`config.mk`:
```
export PLATFORM = sky130hd
export DESIGN_NAME = uart_bus_arbiter
export DESIGN_NICKNAME = d
export VERILOG_FILES = /design/src/rtl/uart_bus_arbiter.sv
export SDC_FILE = /design/constraint.sdc
export NUM_CORES = 1
export LEC_CHECK = 0
export BUFFER_PORTS_ARGS = -buffer_cell sky130_fd_sc_hd__buf_2
export CAP_MARGIN = 10
export CORE_ASPECT_RATIO = 1.25
export CORE_MARGIN = 2
export CORE_UTILIZATION = 41
export CTS_BUF_LIST = sky130_fd_sc_hd__clkbuf_4
export CTS_CLUSTER_DIAMETER = 30
export DETAILED_ROUTE_END_ITERATION = 12
export PLACE_DENSITY_LB_ADDON = 0.25
export SLEW_MARGIN = 20
export SYNTH_ARGS = -nofsm -noshare
export SYNTH_HDL_FRONTEND = slang
export SYNTH_SLANG_ARGS = --single-unit
```
`constraint.sdc`:
```
create_clock -name clk -period 1.83 [get_ports clk]
set_clock_uncertainty 0.2 [all_clocks]
set_input_delay 0.549 -clock clk [delete_from_list [all_inputs] [get_ports clk]]
set_output_delay 0.549 -clock clk [all_outputs]
set_load 0.01 [all_outputs]
```
`src/rtl/uart_bus_arbiter.sv`:
```
// uart_bus_arbiter: round-robin sharing of the UART MMIO port between two masters (optional UART_ARB_TIMEOUT_EN abort).
// Latency: request reaches s_ bus 1 cycle after it is seen; m_response 1 cycle after s_response; grant frees 1 cycle later.
// Backpressure: masters hold their request level until m_response; the grant is held until the UART responds (or times out).
module uart_bus_arbiter #(
    parameter int          RESET_PRIORITY = 0,
    parameter int          TIMEOUT_CYCLES = 1024,
    parameter logic [31:0] ERR_DATA       = 32'hFFFFFFFF
) (
    input  logic        clk,
    input  logic        resetn,
    input  logic [1:0]  m_read,
    input  logic [1:0]  m_write,
    input  logic [63:0] m_address,
    input  logic [63:0] m_write_data,
    output logic [31:0] m_read_data,
    output logic [1:0]  m_response,
    output logic [1:0]  grant,
    output logic        s_read,
    output logic        s_write,
    output logic [31:0] s_address,
    output logic [31:0] s_write_data,
    input  logic [31:0] s_read_data,
    input  logic        s_response
`ifdef UART_ARB_TIMEOUT_EN
    ,
    output logic        timeout_err
`endif
);

    typedef enum logic [1:0] {IDLE, BUSY, RELEASE} state_t;

    state_t      state, state_d;
    logic        last_grant, last_grant_d;
    logic [1:0]  req;
    logic        pick;
    logic        timeout_hit;
    logic [1:0]  grant_d, m_response_d;
    logic        s_read_d, s_write_d;
    logic [31:0] s_address_d, s_write_data_d, m_read_data_d;

    assign req  = m_read | m_write;
    assign pick = (req == 2'b11) ? ~last_grant : req[1];

`ifdef UART_ARB_TIMEOUT_EN
    logic [31:0] wait_cnt;
    logic        timeout_err_d;

    assign timeout_hit = (state == BUSY) && (wait_cnt == 32'(TIMEOUT_CYCLES - 1));

    always_ff @(posedge clk or negedge resetn) begin
        if (!resetn) begin
            wait_cnt <= '0;
        end else if (state == IDLE) begin
            wait_cnt <= '0;
        end else if (state == BUSY) begin
            wait_cnt <= wait_cnt + 32'd1;
        end
    end
`else
    assign timeout_hit = 1'b0;
`endif

    always_ff @(posedge clk or negedge resetn) begin
        if (!resetn) begin
            state        <= IDLE;
            last_grant   <= (RESET_PRIORITY == 0) ? 1'b1 : 1'b0;
            grant        <= '0;
            m_response   <= '0;
            s_read       <= 1'b0;
            s_write      <= 1'b0;
            s_address    <= '0;
            s_write_data <= '0;
            m_read_data  <= '0;
`ifdef UART_ARB_TIMEOUT_EN
            timeout_err  <= 1'b0;
`endif
        end else begin
            state        <= state_d;
            last_grant   <= last_grant_d;
            grant        <= grant_d;
            m_response   <= m_response_d;
            s_read       <= s_read_d;
            s_write      <= s_write_d;
            s_address    <= s_address_d;
            s_write_data <= s_write_data_d;
            m_read_data  <= m_read_data_d;
`ifdef UART_ARB_TIMEOUT_EN
            timeout_err  <= timeout_err_d;
`endif
        end
    end

    always_comb begin
        state_d = state;
        case (state)
            IDLE:    if (|req) state_d = BUSY;
            BUSY:    if (s_response || timeout_hit) state_d = RELEASE;
            default: state_d = IDLE;
        endcase
    end

    always_comb begin
        last_grant_d   = last_grant;
        grant_d        = grant;
        m_response_d   = '0;
        s_read_d       = s_read;
        s_write_d      = s_write;
        s_address_d    = s_address;
        s_write_data_d = s_write_data;
        m_read_data_d  = m_read_data;
`ifdef UART_ARB_TIMEOUT_EN
        timeout_err_d  = 1'b0;
`endif
        case (state)
            IDLE: begin
                if (|req) begin
                    grant_d        = pick ? 2'b10 : 2'b01;
                    last_grant_d   = pick;
                    s_address_d    = pick ? m_address[63:32]    : m_address[31:0];
                    s_write_data_d = pick ? m_write_data[63:32] : m_write_data[31:0];
                    // write wins when a master raises both strobes
                    s_write_d      = m_write[pick];
                    s_read_d       = m_read[pick] & ~m_write[pick];
                end
            end
            BUSY: begin
                if (s_response) begin
                    m_read_data_d = s_read_data;
                    m_response_d  = grant;
                    s_read_d      = 1'b0;
                    s_write_d     = 1'b0;
                end else if (timeout_hit) begin
                    m_read_data_d = ERR_DATA;
                    m_response_d  = grant;
                    s_read_d      = 1'b0;
                    s_write_d     = 1'b0;
`ifdef UART_ARB_TIMEOUT_EN
                    timeout_err_d = 1'b1;
`endif
                end
            end
            default: grant_d = '0;
        endcase
    end

endmodule

```
==> results of run 1 <==
per-stage QoR:
stage	TNS (ns)	hold slack, ns
after floorplan	-1.05	0.0534
after detailed placement	-13.90	0.290
after CTS	0	0.0388
after global placement	-12.07	0.276
after global routing	-0.117	0.0332
final	0	0.0816
state kept, by name (all words and copies together), names as in the netlist:
signal and flops:
s_write 1, s_write_data 32, m_response 2, state 2
last_grant 1, grant 2, s_read 1, m_read_data 32
s_address 32
worst max-delay path by stage:
stage | from | to | cells past startpoint
finish | m_read_data[17] | m_read_data[17] | 1
global route | m_read_data[17] | m_read_data[17] | 1
CTS | m_read_data[17] | m_read_data[17] | 1
detailed placement | m_write[1] | s_address[31] | 5
global placement | m_write[1] | s_write_data[1] | 5
floorplan | m_write[1] | s_write | 4
kinds of logic after synthesis:
group	share of synthesized area, %
AOI/OAI and AO/OA	28.0
buffers and inverters	3.82
and+or+nand+nor	1.52
muxes	8.45
DFF	58.2
cell usage in the layout (no fill, tap or decap), drive strengths merged:
cell type / instances
nand2: 2
inv: 3
mux2i: 1
a21boi: 65
o21ai: 1
clkbuf: 13
a21oi: 2
dfrtp: 104
mux2: 33
a21o: 2
o221a: 1
nand3b: 1
and3b: 1
dlygate4sd3: 1
buf: 287
o32a: 1
a211oi: 1
and2: 3
clkinv: 2
a221o: 64
dfstp: 1
or4: 1
nor2: 4
clkinvlp: 1
power groups by stage:
| stage | Sequential, W | Combinational, W | Clock (W) |
|---|---|---|---|
| 6_report | 0.00388 | 0.00405 | 0.00105 |
| 5_1_grt | 0.00400 | 0.00437 | 0.00119 |
| 4_1_cts | 0.00388 | 0.00401 | 0.00111 |
| 3_5_place_dp | 0.00390 | 0.00402 | 0 |
| 3_3_place_gp | 0.00389 | 0.00389 | 0 |
| 2_1_floorplan | 0.00432 | 0.00176 | 0 |
timing repair:
item	CTS	global route
endpoints found under the setup margin	0	21
setup buffers	0	4
endpoints found under the hold margin	104	0
resized for setup	0	4
hold buffers	1	0
layout make-up:
cell class | instances | area (sq um)
repair buffers | 288 | 1650
flip-flops and latches | 105 | 2630
clock inverters | 3 | 17.5
inverters | 3 | 11.3
well taps | 132 | 165
multi-input cells | 183 | 1730
clock buffers | 13 | 97.6
fillers | 922 | 4360
per-layer routing:
metal | part of all wire (%) | routed length [um] | up-vias
li1 | - | - | 1793
met1 | 40 | 5110 | 1887
met2 | 50 | 6360 | 212
met3 | 7.9 | 1010 | 18
met4 | 1.9 | 236 | 0
met5 | 0 | 0 | -
==> results.md, run 1 <==
* Outcome: finished clean
* Most common cell in the netlist: dfrtp_1
* Logic gate share of total power at 45.1%
* Min-Delay Path Depth at 2
* Count of final setup violators at 0
* Most Crowded Layer GR: met2
* CTS tree: yes
* GR Util met2 at 35.7%
* First-pass GRT wire length at 19900 um
* Final non-filler cell total at 727
* Top cells by area, synth: dfrtp_1, a221o_1, mux2_2
* Syn. warnings at 0
* Post-synth EDFFs at 0
* WS Path Type: register to output pin
* GRT Overall Usage at 21.1%
* Worst path buffer plus inverter count at 1
* Cell variety after synth at 24
* Crit path launch type: register
* Register area share after synthesis at 58.2%
* Routability congestion estimate at 0.800
* Dpl cell area at 6130 sq um
* Hpwl dp at 9450 um
* Total Wirelength at 12700 um
* Die Span X at 97.9 um
* Final core utilization at 59.1%
* Grt ovf at 0
* Net Sw Frac at 35.1%
* Vias in the first global route at 3945
* R2r startpoint: last_grant
* First-pass iteration count of the detailed router at 4
* 1st-iter DRT viols at 126
* Met3 Usage GRT at 5.53%
* Pin count of the biggest net entering global routing at 60
* CTS Sinks at 105
* Core area at 10700 sq um
* Slew margin rel. at 78.6%
* Slowest cell on crit path: dfrtp_1
* Reg power frac at 43.2%
* Tot Pwr at 0.00898 W
* Root Buffer: clkbuf_4
* Main synth FF type: dfrtp_1
* Critical path endpoint category: output pin
* Worst path max stage delay at 0.43 ns
* Worst path cell trace: buf_2
* Yosys top cell by area: dfrtp_1
* Pwr dens at 1420 nW/um^2
* Antenna violations before repair at 0
* Max clock buf depth at 2
* Leakage power at 3.19 nW
* Clock insertion delay at the later pin of the skew report at 0.45 ns
* Max cap viols at 0
* WL/cell at 17.5 um
* VDD IR max at 0.604 mV
* Data arrival, critical path at 1.02 ns
* Yosys top cell area share at 57.6%
* Die Ht at 121 um
* R2r endpoint: s_write_data[23]
* R2R depth at 4
* Fmax at 564 MHz
* Switch Pwr at 0.00315 W
* Syn nets at 489
* PortBufs at 268
* DRC at 0
* CTS buffer count at 9
* Worst min path class: input pin to register
* Period Utilization, post-route at 96.9%
* Asr flop ratio synth at 100%
* Row Count at 42
* Via Count at 3910
* Hold Path Sink: state[0]
* Synth Register Bits at 105
* Share of cells above drive strength 1 at 60.8%
* # placed instances at 706
* Fin. Hold Viols at 0
* Largest delay share family, worst path: flip-flops
* Mapped Avg Cell Area at 14.0 sq um
* Crit path time final at 1.77 ns
* Via/cell ratio at 5.38
* Final WS setup at 0.0574 ns
* Ports at 269
* Critical path peak fanout at 2
* Power Internal at 0.00583 W
* Post-synth top cells: dfrtp_1, a221o_1, a21boi_0, mux2_2, a21boi_2
* Slew @ Worst Pin at 0.320 ns
* Initial Util at 42.3%
* Post-Syn Area at 4510 sq um
* Clock-pin slew on the worst setup and hold paths at 0.15 ns
* Antenna Violating Nets Remaining at 0
* Worst R2R Setup Slack at 0.09 ns
* Clock power frac at 11.7%
* Worst Path Required at 1.08 ns
* Max H-tree Level at 3
* Hold path startpoint: s_response
* Die Area at 11900 sq um
* Routing usage on met1 at 26.5%
* Syn Inst Count at 322
* Post-Place Worst Slack at -0.250 ns
* Max-slew violation count at 0
* RSZ-0062 raised after global routing: yes
* N_diodes at 0
* Cell area after layout at 6310 sq um
* Fin nets at 757
* Syn-to-layout area delta at 39.7%
(Power assumes the default switching activity.)
==> inputs of run 2 (changes only) <==
--- a/config.mk
+++ b/config.mk
@@ -5,6 +5,7 @@
 export SDC_FILE = /design/constraint.sdc
 export NUM_CORES = 1
 export LEC_CHECK = 0
+export ABC_AREA = 1
 export BUFFER_PORTS_ARGS = -buffer_cell sky130_fd_sc_hd__buf_2
 export CAP_MARGIN = 10
 export CORE_ASPECT_RATIO = 1.25
@@ -14,7 +15,6 @@
 export CTS_CLUSTER_DIAMETER = 30
 export DETAILED_ROUTE_END_ITERATION = 12
 export PLACE_DENSITY_LB_ADDON = 0.25
-export SLEW_MARGIN = 20
 export SYNTH_ARGS = -nofsm -noshare
 export SYNTH_HDL_FRONTEND = slang
 export SYNTH_SLANG_ARGS = --single-unit
==> run 2 against run 1 <==
  * Setup slack got worse by 0.00069 ns
  * First-iteration DRC count rose to 2.6 times the previous value
  * Sequential cell count did not move
  * Global-route usage rose by 1.9 points
  * Critical endpoint is now s_write_data[9]
  * Largest power group unchanged
  * Sequential share of layout area fell by 0.54 points
  * Synthesized area rose by 4.5%
  * Clock power rose by 13%
==> results.md, run 2 <==
* Cell area after layout at 6390 sq um
* Clock-pin slew on the worst setup and hold paths at 0.16 ns
* Worst min path class: input pin to register
* Slowest cell on crit path: dfrtp_1
* Worst path max stage delay at 0.43 ns
* Power Internal at 0.00602 W
* Final non-filler cell total at 934
* Biggest regs: m_read_data: 32 flops, s_address: 32 flops, s_write_data: 32 flops
* VDD IR max at 0.853 mV
* First-pass GRT wire length at 22600 um
* Grt ovf at 0
* Commonest non-fill, non-tap cell in the layout: buf_2
* Final WS setup at 0.0567 ns
* Share of cells above drive strength 1 at 38.8%
* Row Count at 43
* Ports at 269
* Root Buffer: clkbuf_4
* Worst Path Required at 1.08 ns
* Period Utilization, post-route at 96.9%
* Worst path cell trace: buf_2
* Largest delay share family, worst path: flip-flops
* # placed instances at 915
* Yosys top cell by area: dfrtp_1
* Crit path time final at 1.77 ns
* PortBufs at 268
* Pin count of the biggest net entering global routing at 64
* Net Sw Frac at 43.3%
* Total Wirelength at 14900 um
* Data arrival, critical path at 1.02 ns
* Min-Delay Path Depth at 3
* Crit path launch type: register
* Main synth FF type: dfrtp_1
* R2R depth at 7
* Core area at 11100 sq um
* Logic gate share of total power at 50.7%
* Die Span X at 100 um
* Critical path endpoint category: output pin
* Levels on crit path at 1
* Die Area at 12400 sq um
* Die Ht at 124 um
* Asr flop ratio synth at 100%
* Switch Pwr at 0.00459 W
* Leakage power at 3.52 nW
* Top cells by area, synth: dfrtp_1, nand2_1, nand3_1
* WS Path Type: register to output pin
* Max-slew violation count at 0
* 1st-iter DRT viols at 322
* Pwr dens at 1660 nW/um^2
* Syn nets at 710
* Slew margin rel. at 76.9%
* Fmax at 564 MHz
* Max clock buf depth at 2
* DRC at 0
* Syn. warnings at 0
* Critical path peak fanout at 2
* Post-Place Worst Slack at -0.0188 ns
* Number of fillers in the final layout at 981
* Fin. Hold Viols at 0
* Post-synth EDFFs at 0
* Yosys top cell area share at 55.1%
* Dpl cell area at 6210 sq um
* Hpwl dp at 10400 um
* Max H-tree Level at 3
* RSZ-0062 raised after global routing: yes
* Cell variety after synth at 19
* WL/cell at 15.9 um
* CTS buffer count at 9
* Post-synth top cells: nand2_1, nand3_1, dfrtp_1, nand4_1, buf_2
* Antenna Violating Nets Remaining at 0
* First-pass iteration count of the detailed router at 5
* Outcome: finished clean
* Count of final setup violators at 0
* Most frequent cells in the layout: buf_2, nand2_1, nand3_1
* Most common cell in the netlist: nand2_1
* Register area share after synthesis at 55.7%
* CTS tree: yes
* Via Count at 4967
* Synth Register Bits at 105
* Vias in the first global route at 4746
* CTS Sinks at 105
* Fin nets at 960
* GRT Overall Usage at 23.0%
* Slew @ Worst Pin at 0.347 ns
* Post-Syn Area at 4720 sq um
* Worst path buffer plus inverter count at 1
* Max cap viols at 0
* Reg power frac at 38.2%
* Antenna violations before repair at 1
* Clock power frac at 11.2%
* Routability congestion estimate at 0.840
* Syn-to-layout area delta at 35.4%
* Via/cell ratio at 5.32
* Mapped Avg Cell Area at 8.69 sq um
* Syn Inst Count at 543
* Initial Util at 42.4%
* Tot Pwr at 0.0106 W
* Final core utilization at 57.4%
* Clock insertion delay at the later pin of the skew report at 0.43 ns
run 2: cell count changes after synthesis, moves of 4 or more:
cell / change
a21boi_0: -45
a21boi_2: -20
a221o_1: -64
buf_2: +6
buf_4: +6
buf_6: +4
mux2_2: -33
nand2_1: +174
nand3_1: +130
nand4_1: +64
run 2: routing by layer:
| metal | share of wire (%) | track usage [%] |
|---|---|---|
| met1 | 40 | 28.2 |
| met2 | 49 | 39.0 |
| met3 | 8.6 | 5.33 |
| met4 | 2.6 | 10.0 |
| met5 | 0 | 0 |
run 2: cells by family (layout without fill, tap and decap cells):
kind of cell	after synthesis	count (layout)	synth area share, %
and+or+nand+nor	379	379	37.1
DFF	105	105	55.7
buffers and inverters	55	310	6.60
other	0	1	0
AOI/OAI and AO/OA	4	4	0.557
run 2: final cells by class:
type,instances,area [sq um],area share [%]
Sequential cell,105,2630,41.1
Multi-Input combinational cell,383,1790,28.1
Timing Repair Buffer,287,1630,25.5
Tap cell,135,169,2.64
Clock buffer,11,82.6,1.29
Clock inverter,5,56.3,0.881
Inverter,7,28.8,0.450
Antenna cell,1,2.50,0.0392
run 2: worst paths after layout:
path                                 start              end  slack [ns]
max                        s_write_data[9]  s_write_data[9]        0.06
min                        s_read_data[23]  m_read_data[23]        0.08
max reg2reg                       state[1]           s_read        0.30
min reg2reg                         s_read           s_read        0.29
max in group asynchronous           resetn       last_grant        0.62
min in group asynchronous           resetn     s_address[7]        0.25
run 2: timing repair:
| item | CTS | global route |
|---|---|---|
| gates resized for setup | 0 | 4 |
| hold buffers | 1 | 0 |
| setup buffers | 0 | 1 |
| endpoints found under the hold margin | 104 | 0 |
| endpoints found under the setup margin | 0 | 9 |
run 2: through the flow:
stage | hold slack, ns | setup TNS, ns
3_3_place_gp | 0.161 | 0
4_1_cts | 0.0513 | 0
3_5_place_dp | 0.162 | -0.0701
5_1_grt | 0.0403 | -0.0340
2_1_floorplan | 0.0534 | 0
6_report | 0.0807 | 0
run 2: power by group through the flow:
stage,registers [W],logic [W],clock network (W)
final,0.00405,0.00537,0.00119
after global routing,0.00417,0.00595,0.00132
after CTS,0.00404,0.00539,0.00124
after detailed placement,0.00408,0.00537,0
after global placement,0.00405,0.00523,0
after floorplan,0.00455,0.00269,0
==> inputs of run 3 (changes only) <==
--- a/config.mk
+++ b/config.mk
@@ -8,9 +8,9 @@
 export ABC_AREA = 1
 export BUFFER_PORTS_ARGS = -buffer_cell sky130_fd_sc_hd__buf_2
 export CAP_MARGIN = 10
-export CORE_ASPECT_RATIO = 1.25
+export CORE_ASPECT_RATIO = 0.7
 export CORE_MARGIN = 2
-export CORE_UTILIZATION = 41
+export CORE_UTILIZATION = 25
 export CTS_BUF_LIST = sky130_fd_sc_hd__clkbuf_4
 export CTS_CLUSTER_DIAMETER = 30
 export DETAILED_ROUTE_END_ITERATION = 12
==> run 3 against run 2 <==
  * Clock power hardly changed
  * Critical endpoint is now s_write_data[24]
  * Setup slack worse by 0.056 ns
  * Cell count is 18% higher
  * Hold slack worse by 0.015 ns
  * Sequential power is 2% higher
==> results.md, run 3 (synthesis results as in run 2) <==
* RSZ-0062 raised after global routing: yes
* Total Wirelength at 17500 um
* WS Path Type: register to output pin
* Leakage power at 3.89 nW
* Fin nets at 1032
* Antenna Violating Nets Remaining at 0
* Number of fillers in the final layout at 1860
* Root Buffer: clkbuf_4
* GRT Overall Usage at 17.3%
* Largest delay share family, worst path: flip-flops
* Max clock buf depth at 2
* Outcome: finished clean
* Cell area after layout at 7280 sq um
* Setup TNS at 0 ns
* Slew @ Worst Pin at 0.366 ns
* Syn-to-layout area delta at 54.2%
* CTS tree: yes
* Slew margin rel. at 75.6%
* N_diodes at 0
* Dpl cell area at 6370 sq um
* Slowest cell on crit path: dfrtp_1
* Crit path launch type: register
* CTS buffer count at 9
* Biggest regs: m_read_data: 32 flops, s_address: 32 flops, s_write_data: 32 flops
* Initial Util at 25.8%
* Max-slew violation count at 0
* Worst Path Required at 1.08 ns
* Die Ht at 119 um
* Routability congestion estimate at 0.770
* # placed instances at 1022
* Post-Place Worst Slack at -0.0772 ns
* DRC at 0
* Core area at 18300 sq um
* Period Utilization, post-route at 99.9%
* Via/cell ratio at 4.70
* Most frequent cells in the layout: buf_2, nand2_1, nand3_1
* PortBufs at 268
* Crit path time final at 1.83 ns
* Pin count of the biggest net entering global routing at 66
* 1st-iter DRT viols at 311
* Ports at 269
* CTS Sinks at 105
* WL/cell at 15.8 um
* Hpwl dp at 11800 um
* Grt ovf at 0
* Final non-filler cell total at 1106
* Multi-input logic area at 1790 sq um
* Critical path endpoint category: output pin
* Worst path max stage delay at 0.46 ns
* First-pass GRT wire length at 27500 um
* Fin. Hold Viols at 0
* First-pass iteration count of the detailed router at 5
* Clock-pin slew on the worst setup and hold paths at 0.18 ns
* Critical path peak fanout at 2
* Worst min path class: input pin to register
* Via Count at 5199
* Fmax at 547 MHz
* Commonest non-fill, non-tap cell in the layout: buf_2
* Die Area at 20000 sq um
* Vias in the first global route at 5209
* Max cap viols at 0
* Clock insertion delay at the later pin of the skew report at 0.48 ns
* Worst path cell trace: buf_6
* Final WS setup at 0.00103 ns
* Data arrival, critical path at 1.08 ns
* Die Span X at 168 um
* Count of final setup violators at 0
* Row Count at 41
* Antenna violations before repair at 2
* Pwr dens at 1610 nW/um^2
* Share of cells above drive strength 1 at 40.6%
* Register area at 2630 sq um
* VDD IR max at 0.795 mV
* Max H-tree Level at 3
* Worst path buffer plus inverter count at 1
[run 3: repair_timing]
item | 4_1_cts | 5_1_grt
setup buffers | 17 | 20
hold buffers | 31 | 0
resized for setup | 16 | 17
setup endpoints to repair | 98 | 104
hold endpoints to repair | 125 | 0
[run 3: stage by stage]
step | power (W) | hold slack (ns) | utilization, %
6_report | 0.0117 | 0.0659 | 39.9
5_1_grt | 0.0127 | 0.00547 | 39.9
4_1_cts | 0.0114 | 0.00611 | 38.5
3_5_place_dp | 0.00962 | 0.232 | 34.9
3_3_place_gp | 0.00963 | 0.230 | 34.9
2_1_floorplan | 0.00725 | 0.0534 | -
[run 3: report_power, final]
part	internal, W	total (W)	switching, W
clock network	0.000330	0.00122	0.000886
logic	0.00294	0.00641	0.00346
registers	0.00344	0.00412	0.000681
total	0.00671	0.0117	0.00503
[run 3: layout make-up]
class                   count  area share [%]
multi-input cells         383            24.7
well taps                 236            4.06
inverters                   7           0.395
clock buffers              10            1.03
clock inverters             6           0.791
repair buffers            359            33.0
flip-flops and latches    105            36.1
[run 3: final timing paths]
check                                       from                to  slack, ns  cells past startpoint
worst max-delay path            s_write_data[24]  s_write_data[24]      0.001                      1
worst min-delay path             s_read_data[14]   m_read_data[14]       0.07                      3
worst max register to register        last_grant     s_address[12]       0.31                      5
worst min register to register        last_grant        last_grant       0.30                      2
max in group asynchronous                 resetn     s_address[17]       0.58                      3
min in group asynchronous                 resetn  s_write_data[13]       0.28                      2
[run 3: metal layers]
metal,track usage (%),wire (um)
met5,0,13
met1,22.5,7750
met4,4.63,264
met3,6.31,1670
met2,27.2,7790
